$ cat src/rtl/if_stage_if.sv
// ---------------------------------------------------------------------------
// if_stage_if: instruction-memory fetch handshake between the IF stage
// (master) and instruction memory (slave).
//   imem_req_87    master -> slave  fetch request
//   imem_addr_87   master -> slave  fetch address (word aligned PC)
//   imem_rdata_87  slave -> master  fetched word, meaningful when ack=1
//   imem_ack_87    slave -> master  data returned for the address this cycle
// ---------------------------------------------------------------------------
interface if_stage_if #(
    parameter int ADDR_WIDTH = 32,
    parameter int DATA_WIDTH = 32
);
    logic                  imem_req_87;
    logic [ADDR_WIDTH-1:0] imem_addr_87;
    logic [DATA_WIDTH-1:0] imem_rdata_87;
    logic                  imem_ack_87;

    modport master (
        output imem_req_87,
        output imem_addr_87,
        input  imem_rdata_87,
        input  imem_ack_87
    );

    modport slave (
        input  imem_req_87,
        input  imem_addr_87,
        output imem_rdata_87,
        output imem_ack_87
    );
endinterface

$ cat src/rtl/if_stage.sv
// ---------------------------------------------------------------------------
// if_stage: instruction-fetch stage with the IF/ID pipeline register.
// Owns the PC, issues fetches over the imem handshake, and presents the
// fetched instruction, its PC+4 and a valid bit to the ID stage.
//
// Ports:
//   clk_87, rst_87         clock, synchronous active-low reset
//   stall_87, flush_87     hazard control: hold / bubble the IF/ID register
//   redirect_87,
//   redirect_pc_87         taken branch/jump from EX and its target
//   imem                   fetch handshake (master side)
//   instr_if_id_87,
//   pc4_if_id_87,
//   valid_if_id_87         IF/ID register contents
//   r1_id_87, r2_id_87     rs/rt fields of IF/ID, forced to 0 for bubbles
// ---------------------------------------------------------------------------
module if_stage #(
    parameter int                    ADDR_WIDTH = 32,
    parameter int                    DATA_WIDTH = 32,
    parameter logic [ADDR_WIDTH-1:0] RESET_PC   = 32'h0000_0000,
    parameter logic [DATA_WIDTH-1:0] NOP_INSTR  = 32'h0000_0000
) (
    input  logic                  clk_87,
    input  logic                  rst_87,
    input  logic                  stall_87,
    input  logic                  flush_87,
    input  logic                  redirect_87,
    input  logic [ADDR_WIDTH-1:0] redirect_pc_87,
    if_stage_if.master            imem,
    output logic [DATA_WIDTH-1:0] instr_if_id_87,
    output logic [ADDR_WIDTH-1:0] pc4_if_id_87,
    output logic                  valid_if_id_87,
    output logic [4:0]            r1_id_87,
    output logic [4:0]            r2_id_87
);

    typedef enum logic [1:0] {
        BOOT  = 2'd0,
        FETCH = 2'd1,
        HELD  = 2'd2
    } state_t;

    state_t                state_reg;
    logic                  req_reg;
    logic [ADDR_WIDTH-1:0] pc_reg;
    logic [DATA_WIDTH-1:0] instr_reg;
    logic [ADDR_WIDTH-1:0] pc4_reg;
    logic                  valid_reg;
    logic [DATA_WIDTH-1:0] skid_instr_reg;
    logic [ADDR_WIDTH-1:0] skid_pc4_reg;
    logic                  skid_valid_reg;

    logic [ADDR_WIDTH-1:0] pc_plus4;
    logic [ADDR_WIDTH-1:0] redirect_aligned;

    // Natural wrap at 2^ADDR_WIDTH is the intended PC behaviour.
    assign pc_plus4         = pc_reg + ADDR_WIDTH'(4);
    assign redirect_aligned = {redirect_pc_87[ADDR_WIDTH-1:2], 2'b00};

    // Low target bits are discarded by word alignment.
    logic unused_redirect_lsbs;
    assign unused_redirect_lsbs = &{1'b0, redirect_pc_87[1:0]};

    always_ff @(posedge clk_87) begin
        if (!rst_87) begin
            state_reg      <= BOOT;
            req_reg        <= 1'b0;
            pc_reg         <= RESET_PC;
            instr_reg      <= NOP_INSTR;
            pc4_reg        <= '0;
            valid_reg      <= 1'b0;
            skid_instr_reg <= NOP_INSTR;
            skid_pc4_reg   <= '0;
            skid_valid_reg <= 1'b0;
        end else begin
            case (state_reg)
                BOOT: begin
                    // Hazard and redirect inputs are meaningless before the
                    // first fetch, so BOOT ignores them.
                    state_reg <= FETCH;
                    req_reg   <= 1'b1;
                end
                default: begin
                    if (redirect_87) begin
                        // Any same-cycle ack belongs to the wrong path.
                        pc_reg         <= redirect_aligned;
                        instr_reg      <= NOP_INSTR;
                        valid_reg      <= 1'b0;
                        skid_valid_reg <= 1'b0;
                        state_reg      <= FETCH;
                        req_reg        <= 1'b1;
                    end else if (flush_87) begin
                        // PC holds, so the dropped word is fetched again.
                        instr_reg      <= NOP_INSTR;
                        valid_reg      <= 1'b0;
                        skid_valid_reg <= 1'b0;
                        state_reg      <= FETCH;
                        req_reg        <= 1'b1;
                    end else if (state_reg == HELD) begin
                        if (!stall_87 && skid_valid_reg) begin
                            instr_reg      <= skid_instr_reg;
                            pc4_reg        <= skid_pc4_reg;
                            valid_reg      <= 1'b1;
                            pc_reg         <= pc_plus4;
                            skid_valid_reg <= 1'b0;
                            state_reg      <= FETCH;
                            req_reg        <= 1'b1;
                        end
                    end else if (stall_87) begin
                        // Memory already answered; park the word until ID
                        // can take it instead of asking for it again.
                        if (imem.imem_ack_87) begin
                            skid_instr_reg <= imem.imem_rdata_87;
                            skid_pc4_reg   <= pc_plus4;
                            skid_valid_reg <= 1'b1;
                            state_reg      <= HELD;
                            req_reg        <= 1'b0;
                        end
                    end else if (imem.imem_ack_87) begin
                        instr_reg <= imem.imem_rdata_87;
                        pc4_reg   <= pc_plus4;
                        valid_reg <= 1'b1;
                        pc_reg    <= pc_plus4;
                    end else begin
                        // Waiting on memory: emit a bubble, keep pc4.
                        instr_reg <= NOP_INSTR;
                        valid_reg <= 1'b0;
                    end
                end
            endcase
        end
    end

    // Request and address come only from registers, never from hazard inputs.
    assign imem.imem_req_87  = req_reg;
    assign imem.imem_addr_87 = pc_reg;

    assign instr_if_id_87 = instr_reg;
    assign pc4_if_id_87   = pc4_reg;
    assign valid_if_id_87 = valid_reg;

    // Bubbles report register 0 so they cannot raise a false hazard.
    assign r1_id_87 = valid_reg ? instr_reg[25:21] : 5'd0;
    assign r2_id_87 = valid_reg ? instr_reg[20:16] : 5'd0;

endmodule
$ cat src/flat_wrapper.sv
// flat-port wrapper written by rule: the top's interface ports become plain ports
module if_stage_flat 
#(
    parameter int                    ADDR_WIDTH = 32,
    parameter int                    DATA_WIDTH = 32,
    parameter logic [ADDR_WIDTH-1:0] RESET_PC   = 32'h0000_0000,
    parameter logic [DATA_WIDTH-1:0] NOP_INSTR  = 32'h0000_0000
)
  (clk_87, rst_87, stall_87, flush_87, redirect_87, redirect_pc_87, instr_if_id_87, pc4_if_id_87, valid_if_id_87, r1_id_87, r2_id_87, imem_imem_req_87, imem_imem_addr_87, imem_imem_rdata_87, imem_imem_ack_87);
  if_stage_if #(.ADDR_WIDTH(ADDR_WIDTH), .DATA_WIDTH(DATA_WIDTH)) imem_i ();
  input  logic clk_87;
  input  logic rst_87;
  input  logic stall_87;
  input  logic flush_87;
  input  logic redirect_87;
  input  logic [ADDR_WIDTH-1:0] redirect_pc_87;
  output logic [DATA_WIDTH-1:0] instr_if_id_87;
  output logic [ADDR_WIDTH-1:0] pc4_if_id_87;
  output logic valid_if_id_87;
  output logic [4:0] r1_id_87;
  output logic [4:0] r2_id_87;
  output wire logic [$bits(imem_i.imem_req_87)-1:0] imem_imem_req_87;
  output wire logic [$bits(imem_i.imem_addr_87)-1:0] imem_imem_addr_87;
  input wire logic [$bits(imem_i.imem_rdata_87)-1:0] imem_imem_rdata_87;
  input wire logic [$bits(imem_i.imem_ack_87)-1:0] imem_imem_ack_87;
  assign imem_imem_req_87 = imem_i.imem_req_87;
  assign imem_imem_addr_87 = imem_i.imem_addr_87;
  assign imem_i.imem_rdata_87 = imem_imem_rdata_87;
  assign imem_i.imem_ack_87 = imem_imem_ack_87;
  if_stage #(.ADDR_WIDTH(ADDR_WIDTH), .DATA_WIDTH(DATA_WIDTH), .RESET_PC(RESET_PC), .NOP_INSTR(NOP_INSTR)) u_core (.clk_87(clk_87), .rst_87(rst_87), .stall_87(stall_87), .flush_87(flush_87), .redirect_87(redirect_87), .redirect_pc_87(redirect_pc_87), .imem(imem_i), .instr_if_id_87(instr_if_id_87), .pc4_if_id_87(pc4_if_id_87), .valid_if_id_87(valid_if_id_87), .r1_id_87(r1_id_87), .r2_id_87(r2_id_87));
endmodule
$ cat config.mk
export PLATFORM = sky130hd
export DESIGN_NAME = if_stage_flat
export DESIGN_NICKNAME = d
export VERILOG_FILES = /design/src/rtl/if_stage_if.sv /design/src/rtl/if_stage.sv /design/src/flat_wrapper.sv
export SDC_FILE = /design/constraint.sdc
export NUM_CORES = 1
export LEC_CHECK = 0
export ABC_AREA = 0
export BUFFER_PORTS_ARGS = -buffer_cell sky130_fd_sc_hd__buf_2
export CORE_ASPECT_RATIO = 1.2
export CORE_MARGIN = 2
export CORE_UTILIZATION = 37
export DETAILED_ROUTE_END_ITERATION = 6
export PLACE_DENSITY = 0.58
export SETUP_SLACK_MARGIN = 0.2
export SLEW_MARGIN = 20
export SYNTH_ARGS = -nofsm -noshare
export SYNTH_HDL_FRONTEND = slang
export SYNTH_SLANG_ARGS = --single-unit
$ cat constraint.sdc
create_clock -name clk_87 -period 2.23 [get_ports clk_87]
set_clock_uncertainty 0.1 [all_clocks]
set_input_delay 0.1115 -clock clk_87 [delete_from_list [all_inputs] [get_ports clk_87]]
set_output_delay 0.1115 -clock clk_87 [all_outputs]
set_load 0.005 [all_outputs]
# Word-level counts from Yosys, hierarchy flattened
# Cells that the tools add are included.
# totals
regBits	165
output_inout_bits	108
word_cells	84
in_bits	70
# classes
eq_ne	9
n_bitwise	5
reduce_logical	18
n_addsub	1
n_mux	41
# ops
op	count
32-bit 2-to-1 mux	14
32-bit by 3-bit adder with 32-bit output, second input constant	1
1-bit 2-to-1 mux	21
6-bit AND reduction	2
5-bit 2-to-1 mux	2
5-bit nonzero test	2
3-bit AND reduction	3
2-bit 2-to-1 mux	4
4-bit nonzero test	2
5-bit != test, second input constant	1
1-bit inverter	5
5-bit AND reduction	1
2-bit by 1-bit != test with 1-bit output, second input constant	2
4-bit by 1-bit != test with 1-bit output, second input constant	1
4-bit != test, second input constant	1
4-bit AND reduction	1
2-bit nonzero test	2
4-bit OR reduction	1
3-bit by 1-bit != test with 1-bit output, second input constant	1
3-bit != test, second input constant	1
3-bit nonzero test	1
2-bit equality test, second input constant	1
2-bit logical NOT	1
2-bit != test, second input constant	1
2 further kinds	2

# Longest topological paths before layout
# Gate-level depths: netlist of run 1.
# depth
word_depth	7
ltp_mapped	7
depth_no_buf	6

# Worst setup path after synthesis of run 1
# Ideal clock, no wire load.
# synth_path
kind	register -> register
start	reg u_core.pc_reg[3], in the netlist u_core.imem.imem_addr_87[3]
end	reg u_core.pc4_reg[22], in the netlist u_core.pc4_if_id_87[22]
stages_incl_launch_ff	8
setup_time_ns	0.058
path_buffers	1
required_ns	2.072
path_slack_ns	-0.097
synth_period_minus_slack_ns	2.327
arrival_time_ns	2.169
cell_sequence	dfxtp_1 ha_1 nand4_1 or4_1 buf_2 or3_4 a21boi_1 o21a_1
# synth_via
elab_chain_len	4
# synth_lines
element	line_no	source
start, declared	if_stage.sv:45	logic [ADDR_WIDTH-1:0] pc_reg;
start signal, assigned	if_stage.sv:86	pc_reg <= redirect_aligned;
start signal, assigned	if_stage.sv:104	pc_reg <= pc_plus4;
start signal, assigned	if_stage.sv:123	pc_reg <= pc_plus4;
32-bit by 3-bit adder with 32-bit output	if_stage.sv:57	assign pc_plus4 = pc_reg + ADDR_WIDTH'(4);
32-bit 2-to-1 mux	if_stage.sv:119	end else if (imem.imem_ack_87) begin
32-bit 2-to-1 mux	if_stage.sv:109	end else if (stall_87) begin
32-bit 2-to-1 mux	if_stage.sv:99	end else if (state_reg == HELD) begin
end signal, assigned	if_stage.sv:102	pc4_reg <= skid_pc4_reg;
end signal, assigned	if_stage.sv:121	pc4_reg <= pc_plus4;
end, declared	if_stage.sv:47	logic [ADDR_WIDTH-1:0] pc4_reg;
# No other way between the ends. The select of a mux whose other input is x is not followed.
# A chain may end at the register's enable or synchronous reset.

# Worst setup path after layout of run 1
# layout_path
start	reg u_core.pc_reg[3], in the netlist u_core.imem.imem_addr_87[3]
end	reg u_core.pc_reg[22], in the netlist u_core.imem.imem_addr_87[22]
# layout_via
elab_chain_len	6
word_cells_on_any_way	7
cone_classes	add/sub (1); mux (6)
# layout_lines
element	line_no	source
32-bit by 3-bit adder with 32-bit output *	if_stage.sv:57	
32-bit 2-to-1 mux	if_stage.sv:119	
32-bit 2-to-1 mux	if_stage.sv:109	
32-bit 2-to-1 mux *	if_stage.sv:99	
32-bit 2-to-1 mux *	if_stage.sv:92	end else if (flush_87) begin
32-bit 2-to-1 mux *	if_stage.sv:84	if (redirect_87) begin
# Mark *: on every way between the ends. The rest lies on a longest branch, timed or not. The select of a mux whose other input is x is not followed.

==> reports/metrics.sh, run 1 <==
POWER.DENSITY_CELL_AREA_nW_PER_UM2=648.1
CP_SLOWEST_CELL='sky130_fd_sc_hd__or4_4'
R2R.WORST_PATH.CELLS=6
CTS_ROOT_BUF='sky130_fd_sc_hd__clkbuf_16'
MAX_IR_DROP_VDD_mV=0.4803
HPWLAFTERDP_UM=14870
INITIAL_CELL_DENSITY_OF_THE_CORE_PCT=37.41
SYNTH-ADDER-AREA-SHARE_PCT=0.1730
WORSTPATHCELLLIST='ha_4 > nand4_1 > or4_4 > or3_4 > o21ai_1 > a32o_1'
ROWS=56
VIASPERCELL=5.232
ARRIVAL_PS=2300
MOST_AREA_HUNGRY_CELL_TYPE_IN_THE_YOSYS_NETLIST='sky130_fd_sc_hd__dfxtp_1'
MIN_DELAY_PATH_DEPTH=5
NETLIST_AREA_BEFORE_PLACEMENT_UM2=7234
HOLD_PATH_CLASS='input pin to register'
MAX_CAP_VIOL_COUNT=0
SYNTH_LARGEST_TYPE_AREA_FRACTION_PCT=43.72
GRT_USE_TOTAL_PCT=21.66
TOTAL_LEAKAGE_POWER_nW=3.992
GRT_BUSIEST_LAYER='met2'
SYN_TO_FINAL_GROWTH_PCT=38.65
FINAL_UTIL_PCT=51.87
TIMING_WORST_SETUP_PATH_TYPE='register to register'
YS_SEQ_ELEMENTS=158
FINALWORSTSETUPSLACK_PS=204.1
ANTENNA_FOUND_INITIAL=0
WORSTHOLDSTART='redirect_pc_87[28]'
DRIVE_GT1_SHARE_PCT=27.74
NETSWITCHINGFRACTION_PCT=27.03
TIMING.FMAX_MHz=493.6
SYNTH.MUX.AREA_FRACTION_PCT=0.8302
CTS.HTREE.LEVELS=4
POWER.SWITCHING_W=0.001757
REPORT.FINAL.SETUP_VIOL=0
LAYOUT_COMMONEST_CELL='sky130_fd_sc_hd__buf_2'
POST_SYNTH_INST_COUNT=906
SYNTH_EDF_COUNT=0
MAX-CLOCK-PATH-BUFFERS=2
WORST-R2R-SETUP-SLACK_PS=200
FIN_SETUP_TNS_PS=0
INTERNAL_POWER_W=0.004744
DIE_H_UM=157.2
RSZ0062_AT_GRT='true'
GRT_PASS1_VIAS=6723
SYNTH.YOSYS.SEQ_AREA_SHARE_PCT=43.72
SYNTH.AREA.TOP_CELLS='sky130_fd_sc_hd__dfxtp_1 (44%), sky130_fd_sc_hd__nand2_1 (6.0%), sky130_fd_sc_hd__a21oi_1 (5.7%), sky130_fd_sc_hd__nor2_1 (4.9%), sky130_fd_sc_hd__a211oi_1 (4.8%)'
SYNTH_COMPOUND_AREA_SHARE_PCT=25.82
GRT_USE_MET1_PCT=27.95
POWER.SHARE.COMBINATIONAL_PCT=11.2
YOSYS_MOST_USED_DFF='sky130_fd_sc_hd__dfxtp_1'
GLOBALROUTEOVERFLOWTOTAL=0
NETS=1208
FIN_CELLS=1411
DESIGN.PORTCOUNT=178
TIMING.CRITICAL_PATH.FANOUT_MAX=6
CTS_TREE='built'
PLACE_INST=1307
ANTENNA-DIODE-COUNT=0
DPL_CELL_AREA_UM2=8618
ROUTED_WL_UM=22740
LAYOUT_WORST_PATH_CYCLE_SHARE_PCT=90.85
PORTBUFFERS=171
P_CLK_SHARE_PCT=43.0
PATH_CLK_SLEW_PS=70
WL_PER_CELL_UM=16.11
FINAL_CELL_MIX='sky130_fd_sc_hd__buf_2 (171), sky130_fd_sc_hd__dfxtp_1 (146), sky130_fd_sc_hd__nand2_1 (115), sky130_fd_sc_hd__nor2_1 (93), sky130_fd_sc_hd__a21oi_1 (81)'
SYNTH.LIB_CELLS_USED.DISTINCT=57
GRT_START_MAX_NET_PINS=94
GPL.FINAL_WEIGHTED_CONGESTION=0.8369
DR_TOTAL_VIAS=7382
FLOORPLAN.CORE_AREA_UM2=19340
SYNTH_SIMPLE_GATE_AREA_SHARE_PCT=21.17
DETAILEDROUTE.FIRSTITERATIONVIOLATIONS=446
GRT.MET2_USAGE_PCT=36.85
CRIT_PATH_MAX_INCR_DELAY_PS=540
TIMING.CRITICAL_PATH.TO_TYPE='register'
SYNTH_XOR_XNOR_AREA_SHARE_PCT=3.148
SYNTH-ASYNC-RESET-RATIO_PCT=0
SEQ_POWER_SHARE_PCT=45.9
SYNTH.YOSYS.WARNINGS=0
POST-ROUTE-DRC-COUNT=0
SLEW_HEADROOM_PCT=57.90
GRT_PASS1_WL_UM=36060
FINALWORSTPATHREQUIREDPERIOD_PS=2026
PRE_CTS_WS_PS=67.57
MIN_DELAY_ENDPOINT='u_core.imem.imem_addr_87[28]'
CRITPATHLAUNCH='u_core.imem.imem_addr_87[3]'
DRTANTENNAVIOLNETS=0
LARGEST_FAMILY_OF_LOGIC_CELLS_BY_SYNTHESIZED_AREA='compound AO/OA/AOI/OAI gates'
LAUNCHING_POINT_OF_THE_WORST_REG2REG_PATH='u_core.imem.imem_addr_87[3]'
DRT_PRE_ANTENNA_ITERS=6
INSERTION_DELAY_PS=430
GRTUSAGEMET3_PCT=3.543
DESIGN.DIE.AREA_UM2=20690
SYNTH.AVG_CELL_AREA_UM2=7.985
REQUIRED_PS=2500
TIMING.FINAL.MAX_SLEW_VIOLATIONS=0
WORST_SETUP_PATH_START_KIND='register'
CLKSINKCOUNT=158
WORST_R2R_ENDPOINT='u_core.imem.imem_addr_87[22]'
CTS-BUFFERS-INSERTED=17
FP.DIEW_UM=131.6
FINAL_HOLD_VIOL_COUNT=0
RUN_STATUS='complete, no violations'
FINALINSTANCEAREA_UM2=10030
TIMING_WORST_SLEW_PIN_VALUE_PS=631.4
## power by group through the flow
stage               logic (W)  registers [W]  clock network [W]
finish               0.000725        0.00298            0.00279
global route         0.000799        0.00299            0.00299
CTS                  0.000715        0.00298            0.00287
detailed placement   0.000623        0.00305                  0
global placement     0.000619        0.00305                  0
floorplan            0.000339        0.00305                  0
## stage by stage
stage | hold WS, ps | total power [W]
final | 29.47 | 0.006501
after global routing | 39.22 | 0.006785
after CTS | 12.44 | 0.006572
after detailed placement | 269.4 | 0.003672
after global placement | 267.0 | 0.003666
after floorplan | 147.5 | 0.003386
## how the worst max path moves through the flow
stage,endpoint,slack (ps),depth (start not counted)
3_5_place_dp,u_core.pc4_if_id_87[31],70,6
2_1_floorplan,u_core.pc4_if_id_87[30],170,6
4_1_cts,u_core.imem.imem_addr_87[22],130,7
5_1_grt,u_core.pc4_if_id_87[22],150,6
6_report,u_core.imem.imem_addr_87[22],200,6
3_3_place_gp,u_core.imem.imem_addr_87[22],120,5
## cell families (layout without fill, tap and decap cells)
logic type / after synthesis / after routing
muxes: 6 / 6
xor gates and xnor gates: 26 / 26
other: 1 / 4
AOI/OAI and AO/OA: 287 / 287
adders and majority gates: 1 / 1
buffers and inverters: 93 / 334
and+or+nand+nor: 334 / 334
DFF: 158 / 158
## timing repair
item                                    CTS  global route
setup buffers                             4             6
resized for setup                         5            39
pin swaps                                 2             7
endpoints found under the hold margin    92             0
hold buffers                             62             0
endpoints found under the setup margin   25            59
## Yosys cell counts (2+ instances only)
library cell / number
sky130_fd_sc_hd__and3_1: 13
sky130_fd_sc_hd__mux2i_1: 6
sky130_fd_sc_hd__dfxtp_1: 158
sky130_fd_sc_hd__a21oi_1: 82
sky130_fd_sc_hd__nand2_1: 116
sky130_fd_sc_hd__o41ai_1: 2
sky130_fd_sc_hd__and2_1: 16
sky130_fd_sc_hd__o21a_1: 4
sky130_fd_sc_hd__buf_1: 8
sky130_fd_sc_hd__xor2_1: 9
sky130_fd_sc_hd__a22o_1: 9
sky130_fd_sc_hd__o21ai_0: 53
sky130_fd_sc_hd__buf_2: 2
sky130_fd_sc_hd__nor4_1: 4
sky130_fd_sc_hd__nor2_1: 95
sky130_fd_sc_hd__o211ai_1: 8
sky130_fd_sc_hd__a211oi_1: 46
sky130_fd_sc_hd__nand4_1: 13
sky130_fd_sc_hd__a31o_2: 5
sky130_fd_sc_hd__inv_1: 5
sky130_fd_sc_hd__o22ai_1: 2
sky130_fd_sc_hd__a32o_1: 7
sky130_fd_sc_hd__nor3_1: 20
sky130_fd_sc_hd__clkbuf_1: 72
sky130_fd_sc_hd__xnor2_1: 17
sky130_fd_sc_hd__o221ai_1: 12
sky130_fd_sc_hd__nand3_1: 38
sky130_fd_sc_hd__buf_4: 4
sky130_fd_sc_hd__a311oi_1: 2
sky130_fd_sc_hd__a22oi_1: 33
sky130_fd_sc_hd__or2_2: 3
sky130_fd_sc_hd__a31oi_1: 6
sky130_fd_sc_hd__a211o_1: 2
sky130_fd_sc_hd__o21ai_1: 3
sky130_fd_sc_hd__nand2b_1: 7
sky130_fd_sc_hd__a221oi_1: 2
sky130_fd_sc_hd__o31ai_1: 2
## area by class of cell
type / instances / area [um2]
Clock buffer: 18 / 439.2
Clock inverter: 14 / 123.9
Fill cell: 1899 / 9308
Inverter: 6 / 23.77
Multi-Input combinational cell: 658 / 3889
Sequential cell: 158 / 3193
Tap cell: 261 / 326.6
Timing Repair Buffer: 296 / 2036
## critical path: cells and delay by family (launching register included)
| family | cells | cell delay [ps] |
|---|---|---|
| and+or+nand+nor | 3 | 1110 |
| adders and majority gates | 1 | 130 |
| AOI/OAI and AO/OA | 2 | 270 |
| DFF | 1 | 370 |
## layer usage
layer / vias to the layer above / routed length [um]
met5: - / 0
met4: 0 / 549
met3: 32 / 1087
met2: 234 / 10850
met1: 3406 / 10240
li1: 3710 / -
(Power assumes the default switching activity.)
==> inputs of run 2 (changes only) <==
--- a/config.mk
+++ b/config.mk
@@ -12,6 +12,7 @@
 export CORE_UTILIZATION = 37
 export DETAILED_ROUTE_END_ITERATION = 6
 export PLACE_DENSITY = 0.58
+export REMOVE_ABC_BUFFERS = 1
 export SETUP_SLACK_MARGIN = 0.2
 export SLEW_MARGIN = 20
 export SYNTH_ARGS = -nofsm -noshare
==> constraint.sdc (replaced) <==
create_clock -name clk_87 -period 2.23 [get_ports clk_87]
set_clock_uncertainty 0.1 [all_clocks]
set_input_delay 0 -clock clk_87 [delete_from_list [all_inputs] [get_ports clk_87]]
set_output_delay 0 -clock clk_87 [all_outputs]
set_load 0.005 [all_outputs]
==> reports/metrics.sh, run 2 (synthesis gave the netlist of run 1 again) <==
TIMING_WORST_SLEW_PIN_VALUE_PS=599.2
CTS_ROOT_BUF='sky130_fd_sc_hd__clkbuf_16'
GRT_USE_TOTAL_PCT=21.56
DRT_PRE_ANTENNA_ITERS=5
POWER.DENSITY_CELL_AREA_nW_PER_UM2=682.8
FINAL_UTIL_PCT=52.42
CTS-BUFFERS-INSERTED=17
CTS_TREE='built'
VIASPERCELL=5.241
POST-ROUTE-DRC-COUNT=0
FINAL_HOLD_VIOL_COUNT=0
FLOORPLAN.CORE_AREA_UM2=19340
RUN_STATUS='complete, no violations'
NETS=1219
DESIGN.PORTCOUNT=178
DETAILEDROUTE.FIRSTITERATIONVIOLATIONS=516
REPORT.FINAL.SETUP_VIOL=0
MAX-CLOCK-PATH-BUFFERS=2
LAYOUT_COMMONEST_CELL='sky130_fd_sc_hd__buf_2'
REQUIRED_PS=2460
SLEW_HEADROOM_PCT=60.05
ANTENNA-DIODE-COUNT=0
PORTBUFFERS=171
INSERTION_DELAY_PS=420
WORST_SETUP_PATH_START_KIND='register'
ANTENNA_FOUND_INITIAL=0
GRT_START_MAX_NET_PINS=103
TIMING.FMAX_MHz=507.4
TIMING_WORST_SETUP_PATH_TYPE='register to register'
TIMING.CRITICAL_PATH.TO_TYPE='register'
TOTAL_LEAKAGE_POWER_nW=4.077
FP.DIEW_UM=131.6
MAX_CAP_VIOL_COUNT=0
GRT_PASS1_VIAS=6961
HPWLAFTERDP_UM=14760
DRTANTENNAVIOLNETS=0
ROWS=56
ARRIVAL_PS=2200
GPL.FINAL_WEIGHTED_CONGESTION=0.8329
FIN_SETUP_TNS_PS=0
LAYOUT_WORST_PATH_CYCLE_SHARE_PCT=88.38
DIE_H_UM=157.2
OVERALL_POWER_W=0.006921
SYN_TO_FINAL_GROWTH_PCT=40.12
PATH_CLK_SLEW_PS=70
HOLD_PATH_CLASS='input pin to register'
ROUTED_WL_UM=22600
WL_PER_CELL_UM=15.89
CLKSINKCOUNT=158
DESIGN.DIE.AREA_UM2=20690
TIMING.CRITICAL_PATH.FANOUT_MAX=6
FINALWORSTPATHREQUIREDPERIOD_PS=1971
CTS.HTREE.LEVELS=4
INITIAL_CELL_DENSITY_OF_THE_CORE_PCT=37.41
RSZ0062_AT_GRT='true'
FINAL_CELL_MIX='sky130_fd_sc_hd__buf_2 (171), sky130_fd_sc_hd__dfxtp_1 (152), sky130_fd_sc_hd__nand2_1 (116), sky130_fd_sc_hd__nor2_1 (94), sky130_fd_sc_hd__a21oi_1 (80)'
TIMING.FINAL.MAX_SLEW_VIOLATIONS=0
GLOBALROUTEOVERFLOWTOTAL=0
DR_TOTAL_VIAS=7453
GRT_PASS1_WL_UM=36060
MAX_IR_DROP_VDD_mV=0.5052
DRIVE_GT1_SHARE_PCT=26.44
==> run 2: worst paths after layout <==
| kind | startpoint | end | slack (ps) | cells past startpoint |
|---|---|---|---|---|
| setup / recovery | u_core.imem.imem_addr_87[6] | u_core.pc4_if_id_87[31] | 260 | 6 |
| hold / removal | flush_87 | u_core.state_reg[0] | 90 | 4 |
| setup reg to reg | u_core.imem.imem_addr_87[6] | u_core.pc4_if_id_87[31] | 260 | 6 |
| hold reg to reg | u_core.pc4_if_id_87[2] | u_core.pc4_if_id_87[2] | 350 | 2 |
==> run 2: per-stage QoR <==
| stage | hold slack (ps) | area [um2] | worst slack, ps | cells |
|---|---|---|---|---|
| 3_5_place_dp | 159.2 | 8726 | 156.5 | 1320 |
| 3_3_place_gp | 156.7 | 8726 | 147.2 | 1320 |
| 5_1_grt | 133.6 | 10140 | 152.6 | 1422 |
| 2_1_floorplan | 17.52 | 6900 | -1262 | 822 |
| 4_1_cts | 84.45 | 10060 | 206.7 | 1420 |
| 6_report | 94.70 | 10140 | 259.1 | 1422 |
==> run 2: final cells by class <==
cell class / count / area (um2)
Clock inverter: 13 / 201.4
Tap cell: 261 / 326.6
Timing Repair Buffer: 306 / 2157
Multi-Input combinational cell: 659 / 3815
Sequential cell: 158 / 3171
Inverter: 6 / 23.77
Clock buffer: 19 / 442.9
Fill cell: 1872 / 9201
==> run 2: metal layers <==
metal | up-vias | GRT usage [%] | part of all wire [%]
met3 | 21 | 3.543 | 5.1
met1 | 3458 | 27.85 | 46
met4 | 0 | 6.522 | 1.5
met5 | - | 0 | 0
met2 | 234 | 37.10 | 47
li1 | 3740 | - | -
==> run 2: what timing repair did <==
action / 4_1_cts / 5_1_grt
endpoints found under the hold margin: 103 / 0
gates resized for setup: 2 / 21
setup endpoints to repair: 8 / 55
pin swaps: 1 / 9
hold buffers: 67 / 0
setup buffers: 1 / 1
gates cloned: 0 / 1
==> run 2: worst max-delay path, stage by stage, from the launching register on <==
cell,delay (ps)
sky130_fd_sc_hd__dfxtp_1,340
sky130_fd_sc_hd__buf_4,150
sky130_fd_sc_hd__nand4_1,150
sky130_fd_sc_hd__nor4_4,440
sky130_fd_sc_hd__nand4_1,240
sky130_fd_sc_hd__xor2_1,210
sky130_fd_sc_hd__a221oi_1,250
==> run 2: where the power goes <==
| group | internal, W | switching (W) | leakage (nW) | total (W) |
|---|---|---|---|---|
| Sequential | 0.00291 | 0.0000668 | 1.29 | 0.00298 |
| Clock | 0.00194 | 0.00127 | 0.309 | 0.00320 |
| Combinational | 0.000347 | 0.000389 | 2.48 | 0.000737 |
